--- src/rtl/s2p_deser.sv ---
// rtl/s2p_deser.sv - serial-to-parallel deserializer with registered valid/ready output
//
// Purpose: collects an LSB-first serial stream (one bit per clk while vld=1) into
//          WIDTH-bit words, presents them on a registered valid/ready port, flags
//          broken frames (frag) and words dropped while the output was full (ovf).
// Build option: PARITY_CHK_EN appends one even-parity bit per frame and drives perr.
// Ports:
//   clk, n_rst        clock (rising edge), asynchronous active-low reset
//   data, vld         serial bit and its valid
//   dout, dout_vld    assembled word (first bit in dout[0]) and its valid
//   dout_rdy          consumer accept
//   frag              1-cycle pulse: partial frame discarded
//   ovf, ovf_clr      sticky overflow flag and its synchronous clear
//   perr              parity error for the word on dout (0 without PARITY_CHK_EN)
module s2p_deser #(
    parameter int WIDTH = 4
) (
    input  logic             clk,
    input  logic             n_rst,
    input  logic             data,
    input  logic             vld,
    output logic [WIDTH-1:0] dout,
    output logic             dout_vld,
    input  logic             dout_rdy,
    output logic             frag,
    output logic             ovf,
    input  logic             ovf_clr,
    output logic             perr
);

`ifdef PARITY_CHK_EN
    localparam int FRAME = WIDTH + 1;
    typedef enum logic [1:0] {IDLE = 2'd0, RECV = 2'd1, PAR = 2'd2} state_t;
`else
    localparam int FRAME = WIDTH;
    typedef enum logic [1:0] {IDLE = 2'd0, RECV = 2'd1} state_t;
`endif
    localparam int CW = $clog2(FRAME + 1);

    state_t           state, state_nxt;
    logic [CW-1:0]    cnt, cnt_nxt;
    logic [WIDTH-1:0] sh;
    logic             shift_en;
    logic             done;
    logic             frag_set;
    logic [WIDTH-1:0] word;
    logic             word_perr;

    always_ff @(posedge clk or negedge n_rst) begin
        if (!n_rst) begin
            state <= IDLE;
            cnt   <= '0;
        end else begin
            state <= state_nxt;
            cnt   <= cnt_nxt;
        end
    end

    always_comb begin
        state_nxt = state;
        cnt_nxt   = cnt;
        shift_en  = 1'b0;
        done      = 1'b0;
        frag_set  = 1'b0;
        case (state)
            IDLE: begin
                if (vld) begin
                    shift_en  = 1'b1;
                    cnt_nxt   = CW'(1);
                    state_nxt = RECV;
                end
            end
            RECV: begin
                if (vld) begin
                    shift_en = 1'b1;
                    if (cnt == CW'(WIDTH - 1)) begin
`ifdef PARITY_CHK_EN
                        cnt_nxt   = CW'(WIDTH);
                        state_nxt = PAR;
`else
                        done      = 1'b1;
                        cnt_nxt   = '0;
                        state_nxt = IDLE;
`endif
                    end else begin
                        cnt_nxt = cnt + CW'(1);
                    end
                end else begin
                    frag_set  = 1'b1;
                    cnt_nxt   = '0;
                    state_nxt = IDLE;
                end
            end
`ifdef PARITY_CHK_EN
            PAR: begin
                // Parity bit is checked, never shifted into the data word.
                cnt_nxt   = '0;
                state_nxt = IDLE;
                if (vld) begin
                    done = 1'b1;
                end else begin
                    frag_set = 1'b1;
                end
            end
`endif
            default: begin
                cnt_nxt   = '0;
                state_nxt = IDLE;
            end
        endcase
    end

`ifdef PARITY_CHK_EN
    assign word      = sh;
    assign word_perr = ^{data, sh};
`else
    assign word      = {data, sh[WIDTH-1:1]};
    assign word_perr = 1'b0;
`endif

    always_ff @(posedge clk or negedge n_rst) begin
        if (!n_rst) begin
            sh <= '0;
        end else if (shift_en) begin
            sh <= {data, sh[WIDTH-1:1]};
        end
    end

    // A completing word may replace the current one on the same edge it is accepted.
    always_ff @(posedge clk or negedge n_rst) begin
        if (!n_rst) begin
            dout     <= '0;
            dout_vld <= 1'b0;
            frag     <= 1'b0;
            ovf      <= 1'b0;
        end else begin
            frag <= frag_set;
            if (done && (!dout_vld || dout_rdy)) begin
                dout     <= word;
                dout_vld <= 1'b1;
            end else if (dout_vld && dout_rdy) begin
                dout_vld <= 1'b0;
            end
            if (done && dout_vld && !dout_rdy) begin
                ovf <= 1'b1;
            end else if (ovf_clr) begin
                ovf <= 1'b0;
            end
        end
    end

`ifdef PARITY_CHK_EN
    always_ff @(posedge clk or negedge n_rst) begin
        if (!n_rst) begin
            perr <= 1'b0;
        end else if (done && (!dout_vld || dout_rdy)) begin
            perr <= word_perr;
        end
    end
`else
    assign perr = word_perr;
`endif

endmodule

--- config.mk ---
export PLATFORM = sky130hd
export DESIGN_NAME = s2p_deser
export DESIGN_NICKNAME = d
export VERILOG_FILES = /design/src/rtl/s2p_deser.sv
export SDC_FILE = /design/constraint.sdc
export NUM_CORES = 1
export LEC_CHECK = 0
export BUFFER_PORTS_ARGS = -buffer_cell sky130_fd_sc_hd__buf_2
export CAP_MARGIN = 30
export CORE_MARGIN = 5
export CORE_UTILIZATION = 30
export CTS_CLUSTER_SIZE = 12
export DETAILED_ROUTE_END_ITERATION = 12
export PLACE_DENSITY = 0.59
export SETUP_SLACK_MARGIN = 0.4
export SYNTH_ARGS = -nofsm -noshare
export SYNTH_HDL_FRONTEND = slang
export SYNTH_SLANG_ARGS = --single-unit
export TNS_END_PERCENT = 10
--- constraint.sdc ---
create_clock -name clk -period 1.8 [get_ports clk]
set_clock_uncertainty 0.2 [all_clocks]
set_input_delay 0.09 -clock clk [delete_from_list [all_inputs] [get_ports clk]]
set_output_delay 0.09 -clock clk [all_outputs]
set_load 0.01 [all_outputs]
==> impl_results.md, run 1 <==
- # setup viols final: 0
- Largest area contributor in the netlist: dfrtp_1
- Static Leakage: 0.408 nW
- First-pass GRT wire length: 1.88 mm
- CP arrival: 1500 ps
- Max Root-Sink Buffers: 2
- Worst Reg-to-Reg Cells: 4
- Vias per cell: 4.25
- Syn avg cell area: 13.5 µm²
- Worst R2R Start: cnt[1]$_DFFE_PN0P_
- Final Hold Violating Endpoints: 2
- Hold-fix buffers, CTS: 5
- Unrepaired setup endpoints after global routing: true
- Antenna diodes: 0
- Fin crit period: 1540 ps
- Vias in the first global route: 413
- Tcrit/Tclk final: 85.8%
- Failing checks: hold timing
- Initial detailed-routing violation count: 1
- WP data required: 1760 ps
- Critical path's slowest cell: dfrtp_1
- Hold Path Cell Cnt: 3
- Initial Util: 30.6%
- Max Cap Viol: 0
- GR Overflow Total: 0
- Final #Nets: 74
- Die Y: 54.0 µm
- Routed WL: 1.16 mm
- FMAX: 647 MHz
- Clock Sinks: 14
- Critical path class: flip-flop to flip-flop
- Die W: 54.0 µm
- Synth Instances: 43
- Synth top area share: 60.2%
- Clk slew on worst S/H paths: 80 ps
- Most frequent cell after synthesis: dfrtp_1
- Number of synthesized flops with an enable pin: 0
- # DRC: 0
- WHS Endpoint: dout_vld$_DFFE_PN0P_
- Ports: 14
- Area occupied by registers: 350 µm²
- Mapped Area: 582 µm²
- Crit end category: flip-flop
- Commonest cells post-synth: 14 x dfrtp_1, 7 x mux2_2, 4 x nand2_1
- Pre-antenna DRT Iters: 4
- Fill cell total of the finished layout: 190
- Dominant synthesized flop cell: dfrtp_1
- Final setup TNS: 0 ps
- R2R Path End: dout[0]$_DFFE_PN0P_
- Row count: 16
- Layout cells sized above 1: 44.6%
- Multi-input logic area: 240 µm²
- Crit path largest cell delay: 400 ps
- Clk root buf: clkbuf_4
- Max-slew violations: 0
- WL/cell: 12.6 µm
- Core area: 1900 µm²
- Htree depth: 1
- Total number of vias: 391
- Worst R2R Setup Slack: 260 ps
- CTS Buf Count: 3
- Synth Register Bits: 14
- CTS tree: done
- Cell Chain, Critical Path: ha_4, nand4b_4, nor2b_4, mux2_4
- Finished Layout Cells: 92
- GPL Wtd Cong: 0.659
- Die area: 2920 µm²
- Hold path start: dout_rdy
- Clk_lat worst skew: 270 ps
- Antenna violations before repair: 0
- Post-synthesis sequential area ratio: 60.2%
- P per Cell Area: 1050 nW/µm²
- Placed insts: 80
- Status: finished with violations
- Hold WC Path Type: input pin to flip-flop
- Area contributors post-synth: dfrtp_1 60%, mux2_2 14%, nand4b_4 4.1%
- Synth warn: 0
- CP max FO: 4
- Crit path from: cnt[1]$_DFFE_PN0P_
- Largest net degree at the start of global routing: 15
- GRT Util Overall: 9.47%
- Hold WS: -89.7 ps
- P&R area growth vs syn: 35.9%
- Detail Route Antenna Nets: 0
- Syn Nets: 50
- Port bufs: 12
- VDD IR max: 0.373 mV
- Ys async rst share: 100%
- Yosys cell types: 17
- Startpoint Class: flip-flop
[per-stage QoR]
stage | hold WS (ps) | setup slack, ps | util, % | power [mW] | instance area, µm²
after floorplan | -406 | 343 | - | 0.537 | 594
after global placement | -202 | 282 | 35.4 | 0.606 | 673
after detailed placement | -199 | 251 | 35.4 | 0.618 | 673
after CTS | -90.0 | 272 | 41.2 | 0.839 | 783
after global routing | -91.0 | 218 | 41.6 | 0.884 | 791
final | -89.7 | 255 | 41.6 | 0.832 | 791
[registers in the layout, indices dropped and copies added, names as in the netlist]
register / count
sh: 3
dout_vld: 1
state: 1
cnt: 3
frag: 1
ovf: 1
dout: 4
[layout make-up]
| class | count | area share, % |
|---|---|---|
| Clock buffer | 3 | 2.85 |
| Inverter | 1 | 0.475 |
| Sequential cell | 14 | 44.3 |
| Timing Repair Buffer | 21 | 17.7 |
| Tap cell | 27 | 4.27 |
| Multi-Input combinational cell | 26 | 30.4 |
[cells in the final DEF (no fill, tap or decap), drive strengths merged]
master / n
a21boi: 1
buf: 16
clkbuf: 3
conb: 1
dfrtp: 14
dlygate4sd3: 5
ha: 1
inv: 1
mux2: 7
nand2: 4
nand2b: 1
nand3: 1
nand4b: 1
nor2: 2
nor2b: 3
o21a: 2
o21ai: 1
o22ai: 1
[worst max-delay path: cells and delay by family, from the launching register on]
kind	cells	cell delay, ps
flip-flops	1	400
adder cells (fa/ha/maj)	1	170
multiplexers	1	320
AND/OR/NAND/NOR	2	330
[how the worst max path moves through the flow]
stage / slack (ps) / cells after the start / to
final: 260 / 4 / dout[0]$_DFFE_PN0P_
after global routing: 220 / 4 / dout[0]$_DFFE_PN0P_
after CTS: 270 / 4 / dout[0]$_DFFE_PN0P_
after detailed placement: 250 / 4 / dout[0]$_DFFE_PN0P_
after global placement: 280 / 4 / dout[2]$_DFFE_PN0P_
after floorplan: 340 / 4 / dout[3]$_DFFE_PN0P_
[kinds of logic (layout without fill, tap and decap cells)]
group / Yosys count / count (layout) / synth area share, %
muxes: 7 / 7 / 13.5
AOI/OAI and AO/OA: 5 / 5 / 5.81
and+or+nand+nor: 12 / 12 / 14.4
buffers and inverters: 3 / 25 / 3.22
DFF: 14 / 14 / 60.2
adders and majority gates: 1 / 1 / 2.15
other: 1 / 1 / 0.645
[power breakdown]
group          switching, mW  internal [mW]  total (mW)  leakage, nW
registers             0.0469          0.381       0.428        0.177
logic                 0.0931          0.140       0.233        0.217
clock network         0.0941         0.0774       0.171       0.0138
total                  0.234          0.598       0.832        0.408
[repair_timing]
item,4_1_cts,5_1_grt
buffers inserted,3,1
gates resized for setup,4,0
endpoints found under the hold margin,21,2
pin swaps,1,1
endpoints found under the setup margin,4,5
[per-layer routing]
| metal | wire [µm] | share of wire, % | track usage, % |
|---|---|---|---|
| met5 | 0 | 0 | 0 |
| met4 | 19 | 1.6 | 7.47 |
| met3 | 67 | 5.8 | 2.22 |
| met2 | 598 | 52 | 15.5 |
| met1 | 470 | 41 | 10.4 |
Power figures use the tool's default switching activity.
==> run 2, diff against run 1 <==
--- a/config.mk
+++ b/config.mk
@@ -11,7 +11,7 @@
 export CORE_UTILIZATION = 30
 export CTS_CLUSTER_SIZE = 12
 export DETAILED_ROUTE_END_ITERATION = 12
-export PLACE_DENSITY = 0.59
+export PLACE_DENSITY = 0.48
 export SETUP_SLACK_MARGIN = 0.4
 export SYNTH_ARGS = -nofsm -noshare
 export SYNTH_HDL_FRONTEND = slang
==> run 2 against run 1 <==
Against the previous run: critical endpoint is now dout[3]$_DFFE_PN0P_; core utilization increased by 0.13 points; the run still ends with hold timing left; sequential power decreased by 1%; die area unchanged; count of clock-buffer cells in the layout unchanged; global-route usage decreased by 1.4 points; combinational power decreased by 3%; register-to-register slack improved by 30 ps; flip-flop and latch count unchanged; cell count unchanged; setup slack improved by 34 ps.
==> impl_results.md, run 2 (synthesis results as in run 1) <==
- Max FFs per register: 4 (unchanged)
- Hold-fix buffers, CTS: 6 (+1)
- Tcrit/Tclk final: 83.9% (-1.9 points)
- Antenna violations before repair: 0 (unchanged)
- Max-slew violations: 0 (unchanged)
- Hold WS: -74.5 ps (+15.2 ps)
- CP arrival: 1460 ps (-40 ps)
- # setup viols final: 0 (unchanged)
- Worst R2R Start: cnt[0]$_DFFE_PN0P_
- WL/cell: 10.2 µm (-19%)
- Port bufs: 12 (unchanged)
- Worst R2R Setup Slack: 290 ps (+30 ps)
- Core area: 1900 µm² (unchanged)
- Cell Chain, Critical Path: ha_4, nand4b_4, nor2b_4, mux2_4
- Vias in the first global route: 375 (-9.2%)
- Initial detailed-routing violation count: 2 (+1)
- Initial Util: 30.6% (unchanged)
- Final #Nets: 74 (unchanged)
- Largest reg by FF count: dout
- GRT Util Overall: 8.06% (-1.4 points)
- Hold path start: dout_rdy
- Final setup TNS: 0 ps (unchanged)
- Most common cell after layout, fill and taps aside: dfrtp_1
- Final Hold Violating Endpoints: 2 (unchanged)
- GR Overflow Total: 0 (unchanged)
- Die area: 2920 µm² (unchanged)
- # DRC: 0 (unchanged)
- Total number of vias: 358 (-8.4%)
- Antenna diodes: 0 (unchanged)
- P&R area growth vs syn: 36.3%
- GPL Wtd Cong: 0.640 (-2.9%)
- Worst Reg-to-Reg Cells: 4 (unchanged)
- Row count: 16 (unchanged)
- Crit path largest cell delay: 390 ps (about the same)
- Hold WC Path Type: input pin to flip-flop
- Placed insts: 80 (unchanged)
- Critical path class: flip-flop to flip-flop
- First-pass GRT wire length: 1.57 mm (-17%)
- Final core occ: 41.7% (+0.13 points)
- Vias per cell: 3.89 (-8.4%)
- Htree depth: 1 (unchanged)
- Ports: 14 (unchanged)
- CTS Buf Count: 3 (unchanged)
- Max Root-Sink Buffers: 2 (unchanged)
- FMAX: 662 MHz (+2.3%)
- Cell area after layout: 793 µm² (+0.32%)
- Clk slew on worst S/H paths: 80 ps (about the same)
- P per Cell Area: 1020 nW/µm² (-2.8%)
- Post-layout power: 0.811 mW (-2.5%)
- Largest registers: dout x4, cnt x3, sh x3
- Critical path's slowest cell: dfrtp_1
- Most frequent cells in the layout: 14 x dfrtp_1, 12 x buf_2, 6 x dlygate4sd3_1
- Clock Sinks: 14 (unchanged)
- Static Leakage: 0.408 nW (about the same)
- CTS tree: done
- CP max FO: 4 (unchanged)
- Routed WL: 935 µm (-19%)
- WP data required: 1750 ps (about the same)
- Post-DP Area: 673 µm² (unchanged)
- Status: finished with violations
- Crit end category: flip-flop
- Hold Path Cell Cnt: 3 (unchanged)
- Clk_lat worst skew: 260 ps (about the same)
- WHS Endpoint: dout_vld$_DFFE_PN0P_
- Failing checks: hold timing
- Unrepaired setup endpoints after global routing: true
- Max Cap Viol: 0 (unchanged)
- VDD IR max: 0.432 mV (+16%)
- Fin crit period: 1510 ps (-34.2 ps)
- Hpwl dp: 687 µm
- Die W: 54.0 µm (unchanged)
- R2R Path End: dout[3]$_DFFE_PN0P_
- Largest net degree at the start of global routing: 15 (unchanged)
- Pre-antenna DRT Iters: 3 (-1)
- Startpoint Class: flip-flop
- Die Y: 54.0 µm (unchanged)
- Clk root buf: clkbuf_4
- Fill cell total of the finished layout: 186 (-2.1%)
- Finished Layout Cells: 92 (unchanged)
- Layout cells sized above 1: 43.1% (-1.5 points)
- Detail Route Antenna Nets: 0 (unchanged)
[run 2: what timing repair did]
action | CTS | global route
pin swaps | 1 | 0
buffers inserted | 3 | 0
resized for setup | 4 | 0
endpoints found under the setup margin | 4 | 5
endpoints found under the hold margin | 22 | 2
[run 2: layer usage]
metal | global-route usage (%) | wire, µm | part of all wire, % | vias to the layer above
met1 | 8.81 | 450 | 48 | 158
met3 | 3.32 | 58 | 6.2 | 0
li1 | - | - | - | 191
met5 | 0 | 0 | 0 | -
met2 | 12.3 | 426 | 46 | 9
met4 | 6.22 | 0 | 0 | 0
[run 2: layout make-up]
cell class	instances	area, µm²	share of cell area (%)
clock buffer	3	22.5	2.84
inverter	1	3.75	0.473
multi-input combinational	26	240	30.3
sequential	14	350	44.2
tap	27	33.8	4.26
timing repair buffer	21	143	18.0
[run 2: critical path, delay by kind of cell (launching register included)]
family / cells / cell delay [ps]
adder cells (fa/ha/maj): 1 / 160
flip-flops: 1 / 390
AND/OR/NAND/NOR: 2 / 320
multiplexers: 1 / 320
[run 2: worst max-delay path by stage]
stage                                   from  slack (ps)  cells past startpoint                   to
after floorplan           cnt[1]$_DFFE_PN0P_         340                      4  dout[3]$_DFFE_PN0P_
after global placement    cnt[0]$_DFFE_PN0P_         280                      4  dout[0]$_DFFE_PN0P_
after detailed placement  cnt[0]$_DFFE_PN0P_         270                      4  dout[3]$_DFFE_PN0P_
after CTS                 cnt[0]$_DFFE_PN0P_         280                      4  dout[3]$_DFFE_PN0P_
after global routing      cnt[0]$_DFFE_PN0P_         230                      4  dout[3]$_DFFE_PN0P_
final                     cnt[0]$_DFFE_PN0P_         290                      4  dout[3]$_DFFE_PN0P_
[run 2: stage by stage]
step	setup slack (ps)	hold slack, ps
floorplan	343	-406
global placement	285	-195
detailed placement	273	-199
CTS	277	-80.6
global route	232	-74.6
finish	290	-74.5
[run 2: power breakdown]
| part | leakage [nW] | internal (mW) | switching (mW) |
|---|---|---|---|
| combinational | 0.217 | 0.139 | 0.0859 |
| sequential | 0.177 | 0.381 | 0.0409 |
| clock | 0.0138 | 0.0772 | 0.0871 |
| total | 0.408 | 0.597 | 0.214 |
